`config.mk`:
```
export PLATFORM = sky130hd
export DESIGN_NAME = sync_tp_fifo
export DESIGN_NICKNAME = d
export VERILOG_FILES = /design/src/rtl/sync_tp_fifo.sv
export SDC_FILE = /design/constraint.sdc
export NUM_CORES = 1
export LEC_CHECK = 0
export BUFFER_PORTS_ARGS = -buffer_cell sky130_fd_sc_hd__buf_2
export CAP_MARGIN = 40
export CORE_MARGIN = 4
export CORE_UTILIZATION = 50
export DETAILED_ROUTE_END_ITERATION = 12
export PLACE_DENSITY = 0.82
export SYNTH_ARGS = -nofsm -noshare
export SYNTH_HDL_FRONTEND = slang
export SYNTH_SLANG_ARGS = --single-unit
```
`constraint.sdc`:
```
create_clock -name clk -period 2.4 [get_ports clk]
set_clock_uncertainty 0.05 [all_clocks]
set_input_delay 0.12 -clock clk [delete_from_list [all_inputs] [get_ports clk]]
set_output_delay 0.12 -clock clk [all_outputs]
set_load 0.02 [all_outputs]
```
`src/rtl/sync_tp_fifo.sv`:
```
// sync_tp_fifo: single-clock FIFO over a two-port memory with a registered read port.
// Adds pointer management, any depth >= 2, an occupancy count, almost-full and
// almost-empty thresholds, overflow/underflow pulses and an optional
// first-word-fall-through (FWFT) output stage.
//
// Ports
//   clk        rising-edge clock
//   rst        synchronous active-high reset
//   wr_en      push request
//   wr_data    push data
//   rd_en      pop request
//   rd_data    registered read data (head entry in FWFT mode)
//   rd_valid   standard: one-cycle pulse on a pop; FWFT: !empty
//   full       count == MEM_DEPTH
//   afull      count >= AFULL_TH
//   empty      standard: count == 0; FWFT: no valid output word
//   aempty     count <= AEMPTY_TH
//   count      entries held, including the FWFT output register
//   overflow   pulse: a push was dropped because the FIFO was full
//   underflow  pulse: a pop was dropped because the FIFO was empty
module sync_tp_fifo #(
    parameter int unsigned DATA_WIDTH = 10,
    parameter int unsigned MEM_DEPTH  = 12,
    parameter int unsigned ADDR_WIDTH = 4,
    parameter int unsigned AFULL_TH   = 10,
    parameter int unsigned AEMPTY_TH  = 2,
    parameter int unsigned FWFT       = 0
) (
    input  logic                  clk,
    input  logic                  rst,
    input  logic                  wr_en,
    input  logic [DATA_WIDTH-1:0] wr_data,
    input  logic                  rd_en,
    output logic [DATA_WIDTH-1:0] rd_data,
    output logic                  rd_valid,
    output logic                  full,
    output logic                  afull,
    output logic                  empty,
    output logic                  aempty,
    output logic [ADDR_WIDTH:0]   count,
    output logic                  overflow,
    output logic                  underflow
);

    localparam int unsigned CNT_WIDTH = ADDR_WIDTH + 1;

    localparam logic [CNT_WIDTH-1:0]  DEPTH_CNT  = CNT_WIDTH'(MEM_DEPTH);
    localparam logic [CNT_WIDTH-1:0]  AFULL_CNT  = CNT_WIDTH'(AFULL_TH);
    localparam logic [CNT_WIDTH-1:0]  AEMPTY_CNT = CNT_WIDTH'(AEMPTY_TH);
    localparam logic [ADDR_WIDTH-1:0] LAST_PTR   = ADDR_WIDTH'(MEM_DEPTH - 1);
    localparam logic                  AFULL_RST  = (AFULL_TH == 0) ? 1'b1 : 1'b0;
    localparam logic                  FWFT_MODE  = (FWFT != 0) ? 1'b1 : 1'b0;

    // Storage and pointer state
    logic [DATA_WIDTH-1:0] mem [MEM_DEPTH];
    logic [ADDR_WIDTH-1:0] wptr;
    logic [ADDR_WIDTH-1:0] rptr;
    logic                  out_valid;

    // Next-state values
    logic                  wr_acc;
    logic                  pop;
    logic                  mem_rd;
    logic [CNT_WIDTH-1:0]  mem_cnt;
    logic [CNT_WIDTH-1:0]  count_nxt;
    logic [ADDR_WIDTH-1:0] wptr_nxt;
    logic [ADDR_WIDTH-1:0] rptr_nxt;
    logic                  out_valid_nxt;
    logic                  rd_valid_nxt;
    logic                  empty_nxt;
    logic                  full_nxt;
    logic                  afull_nxt;
    logic                  aempty_nxt;
    logic                  overflow_nxt;
    logic                  underflow_nxt;

    // Request qualification, pointer/count update and flag look-ahead
    always_comb begin
        wr_acc        = wr_en & ~full;
        pop           = rd_en & ~empty;
        mem_cnt       = count;
        mem_rd        = pop;
        out_valid_nxt = out_valid;

        // In FWFT mode one entry may sit in rd_data rather than in memory;
        // memory is read ahead whenever the output stage is free or being drained.
        if (FWFT_MODE) begin
            pop     = rd_en & out_valid;
            mem_cnt = count - CNT_WIDTH'(out_valid);
            mem_rd  = (mem_cnt != '0) & (~out_valid | pop);
            if (mem_rd) begin
                out_valid_nxt = 1'b1;
            end else if (pop) begin
                out_valid_nxt = 1'b0;
            end
        end

        count_nxt = count + CNT_WIDTH'(wr_acc) - CNT_WIDTH'(pop);

        wptr_nxt = wptr;
        if (wr_acc) begin
            wptr_nxt = (wptr == LAST_PTR) ? '0 : wptr + ADDR_WIDTH'(1);
        end

        rptr_nxt = rptr;
        if (mem_rd) begin
            rptr_nxt = (rptr == LAST_PTR) ? '0 : rptr + ADDR_WIDTH'(1);
        end

        full_nxt   = (count_nxt == DEPTH_CNT);
        afull_nxt  = (count_nxt >= AFULL_CNT);
        aempty_nxt = (count_nxt <= AEMPTY_CNT);

        if (FWFT_MODE) begin
            empty_nxt    = ~out_valid_nxt;
            rd_valid_nxt = out_valid_nxt;
        end else begin
            empty_nxt    = (count_nxt == '0);
            rd_valid_nxt = pop;
        end

        // Dropped requests are judged against the registered flags, so a
        // simultaneous pop never rescues a push while full (and vice versa).
        overflow_nxt  = wr_en & full;
        underflow_nxt = rd_en & empty;
    end

    // Control and flag registers
    always_ff @(posedge clk) begin
        if (rst) begin
            wptr      <= '0;
            rptr      <= '0;
            out_valid <= 1'b0;
            count     <= '0;
            rd_valid  <= 1'b0;
            full      <= 1'b0;
            afull     <= AFULL_RST;
            empty     <= 1'b1;
            aempty    <= 1'b1;
            overflow  <= 1'b0;
            underflow <= 1'b0;
        end else begin
            wptr      <= wptr_nxt;
            rptr      <= rptr_nxt;
            out_valid <= out_valid_nxt;
            count     <= count_nxt;
            rd_valid  <= rd_valid_nxt;
            full      <= full_nxt;
            afull     <= afull_nxt;
            empty     <= empty_nxt;
            aempty    <= aempty_nxt;
            overflow  <= overflow_nxt;
            underflow <= underflow_nxt;
        end
    end

    // Memory write port; contents are intentionally not reset
    always_ff @(posedge clk) begin
        if (wr_acc && !rst) begin
            mem[wptr] <= wr_data;
        end
    end

    // Registered read port; holds between reads
    always_ff @(posedge clk) begin
        if (rst) begin
            rd_data <= '0;
        end else if (mem_rd) begin
            rd_data <= mem[rptr];
        end
    end

endmodule

```
==> results by group <==
Outcome
  • Status: finished clean

Pwr
  • Pwr/cell area: 972 nW/um2
  • Total power draw: approximately 7.1 mW
  • Peak supply drop: between 0.0006 and 0.0007 V
  • Leak Pwr: 2.48 nW

STA
  • Fmax: 429 MHz
  • Slew @ Worst Pin: between 0.4 and 0.5 ns
  • Period utilisation layout: 0.972
  • TNS Setup: 0 ns
  • Final Hold Vio Count: 0
  • RSZ-0062 raised after global routing: false
  • # setup viols final: 0
  • Final worst path period need: approximately 2.3 ns
  • Slew Limit Fails: 0
  • Worst relative slew slack: 0.698

Critical path
  • R2R depth: 11
  • WP data arrival: around 2.6 ns
  • Number of buffers and inverters on the critical path: 5
  • Critical Path Fanout Max: 5
  • Cell count along the critical path: 13
  • Worst path most repeated cell: inv_1
  • Crit-path max cell delay: between 0.5 and 0.6 ns
  • CP Cell Sequence: dlygate4sd3_1, buf_2, nor2b_2, inv_1, ha_4, inv_1, ha_2, inv_2, fa_2, nand2b_4, a21oi_4, xnor2_4, a41o_1
  • Largest delay share family, worst path: buffers and inverters
  • Element type at the critical path end: register
  • Crit Path Class: input pin to register
  • Slowest stage cell on the critical path: dlygate4sd3_1
  • Req. time, crit path: 2.65 ns
  • Worst Setup Start Kind: input pin

Floorplan
  • Core area: approximately 12,000 um2
  • I/O Pins: 36
  • DIE AREA: 14,200 um2
  • Die width: roughly 120 um
  • Cell Rows: 40
  • Starting Density: 0.514
  • Die height: about 120 um

Finish
  • Finished Core Util: 0.602
  • Fraction of layout cells with a size suffix above 1: 0.306
  • Ant diodes: 0
  • Design area: 7260 um2
  • Synthesis-to-layout area growth: 17.2%
  • Nets: 460

Route
  • Via count: between 3k and 4k
  • TritonRoute pass-1 iters: 4
  • Wirelength per Cell: ~20 um
  • DRT Wirelength: roughly 12 mm
  • DR DRC count: 0
  • DR iter-0 viols: 200
  • Antenna Nets Post-Route: 0
  • Vias per cell: ~5.5

Yosys
  • Post-synthesis sequential area ratio: 0.679
  • Top cell type's share of synthesized area: 0.582
  • Post-Syn Instances: about 370
  • Netlist cell types: between 40 and 50
  • Ranking of synthesized cells by area: edfxtp_1 58%, dfxtp_1 9.7%, mux4_2 5.8%, mux2i_1 3.2%, a221oi_2 2.4%
  • Synth Warn #: 0
  • Syn Area/Cell: roughly 17 um2
  • Netlist Area Pre-Place: 6190 um2
  • Syn_nets: between 300 and 400
  • Dominant cell type by area after synthesis: edfxtp_1
  • Seq cells post-synth: 150

Global route
  • Global-route wire length before repair: between 15 and 20 mm
  • Pin count of the biggest net entering global routing: 30
  • Congestion Overflow GR: 0
  • Vias in the first global route: 3,561
  • Initial antenna violation count: 0
  • Tot GR Track Use: 0.183

Clock tree
  • Post-CTS setup buffer count: 0
  • CTS tree: yes
  • Worst-case clock buffer depth: 2
  • Clock root buffer: clkbuf_16
  • Clock Latency Late Sink: between 0.4 and 0.5 ns
  • Cts bufs inserted: 17
  • Clock Sinks: 150
  • H-tree depth: 4
  • Worst-path clk slew: about 0.060 ns

Place
  • GPL Wtd Cong: 0.903
  • Post-Place Cell Area: roughly 6600 um2
  • Post-DP HPWL: between 7 and 8 mm
  • Port Buffer Count: 35

Min path
  • Worst hold path class: input pin to register
  • Cell count of the worst hold path: 1

Job
  • Maxcap violations: 0
==> area by class of cell <==
class,instances,area (um2)
clock buffers,19,433
clock inverters,13,155
fillers,863,4800
inverters,13,53.8
multi-input cells,186,1750
flip-flops and latches,150,4210
well taps,168,210
repair buffers,67,450
==> cell usage in the layout (no fill, tap or decap), drive strengths merged, types with 2 or more instances in the layout <==
master       instances
dlygate4sd3          9
a211oi              10
a311oi               2
inv                 15
nor2                39
buf                 58
a21oi               22
clkinv               6
a41o                 2
clkbuf              19
ha                  10
mux4                20
edfxtp             120
a221oi              10
nand2                9
xnor2                2
nand2b               7
mux2i               20
nor2b                4
and2                 2
clkinvlp             2
a31oi                2
dfxtp               30
nand3                2
o21ai               14
bufinv               3
==> cell families after synthesis <==
kind of cell	count (synthesis)	share of synthesized area
AOI/OAI and AO/OA	63	0.0836
xor gates and xnor gates	3	0.00424
adders and majority gates	11	0.0234
buffers and inverters	33	0.0493
DFF	150	0.679
muxes	40	0.107
and+or+nand+nor	69	0.0533
==> through the flow <==
step | hold WS (ns) | setup WS [ns] | instances
after detailed placement | 0.319 | 0.122 | 575
after global routing | 0.00614 | 0.0114 | 616
after CTS | 0.00111 | 0.0495 | 616
after floorplan | 0.150 | 0.00681 | 369
final | 0.00338 | 0.0674 | 616
after global placement | 0.311 | 0.211 | 575
==> metal layers <==
metal	wire length, um	vias to the layer above	GRT usage
li1	-	1556	-
met1	4800	1699	0.225
met2	6280	123	0.303
met3	678	24	0.0589
met4	244	0	0.0709
met5	0	-	0
==> worst register-to-register path: cells and delay by family (launching register included) <==
kind / cells / cell delay, ns
simple gates: 2 / 0.30
flops: 1 / 0.32
compound gates: 2 / 0.40
buf+inv: 3 / 0.19
fa+ha+maj: 3 / 0.78
xor+xnor: 1 / 0.12
==> repair_timing <==
item,4_1_cts,5_1_grt
hold buffers,9,0
gates resized for setup,0,2
hold endpoints to repair,86,0
endpoints found under the setup margin,0,4
==> path summary, 6_finish.rpt <==
kind | startpoint | end | slack, ns
hold reg to reg | full | overflow | 0.42
hold / removal | wr_data[1] | mem[1][1] | 0.003
setup / recovery | wr_en | empty | 0.07
setup reg to reg | full | empty | 0.13
==> sequential cells by signal (all words and copies together), names as in the netlist <==
signal and count:
mem 120, afull 1, rd_data 10, wptr 4
count 5, full 1, rd_valid 1, aempty 1
overflow 1, rptr 4, empty 1, underflow 1
==> cells in the mapped netlist, drive strengths merged <==
cell type and number:
o21ai 14, nor2 39, clkbuf 9, inv 13, xor2 1, nor3 1, a211oi 10, fa 1
nand3 2, bufbuf 1, a311oi 2, buf 10, nand2b 7, and2b 1, and2 2, a211o 1
mux4 20, edfxtp 120, xnor2 2, or2 1, a31oi 2, mux2i 20, a21oi 22, and3 1
a221oi 10, and4b 1, nand2 9, dfxtp 30, nor3b 1, a41o 2, ha 10, nor2b 4
==> report_power, final <==
group	internal, mW	switching (mW)
clock network	1.63	0.992
registers	2.95	0.0826
logic	0.587	0.822
total	5.16	1.90
Power figures use the tool's default switching activity.
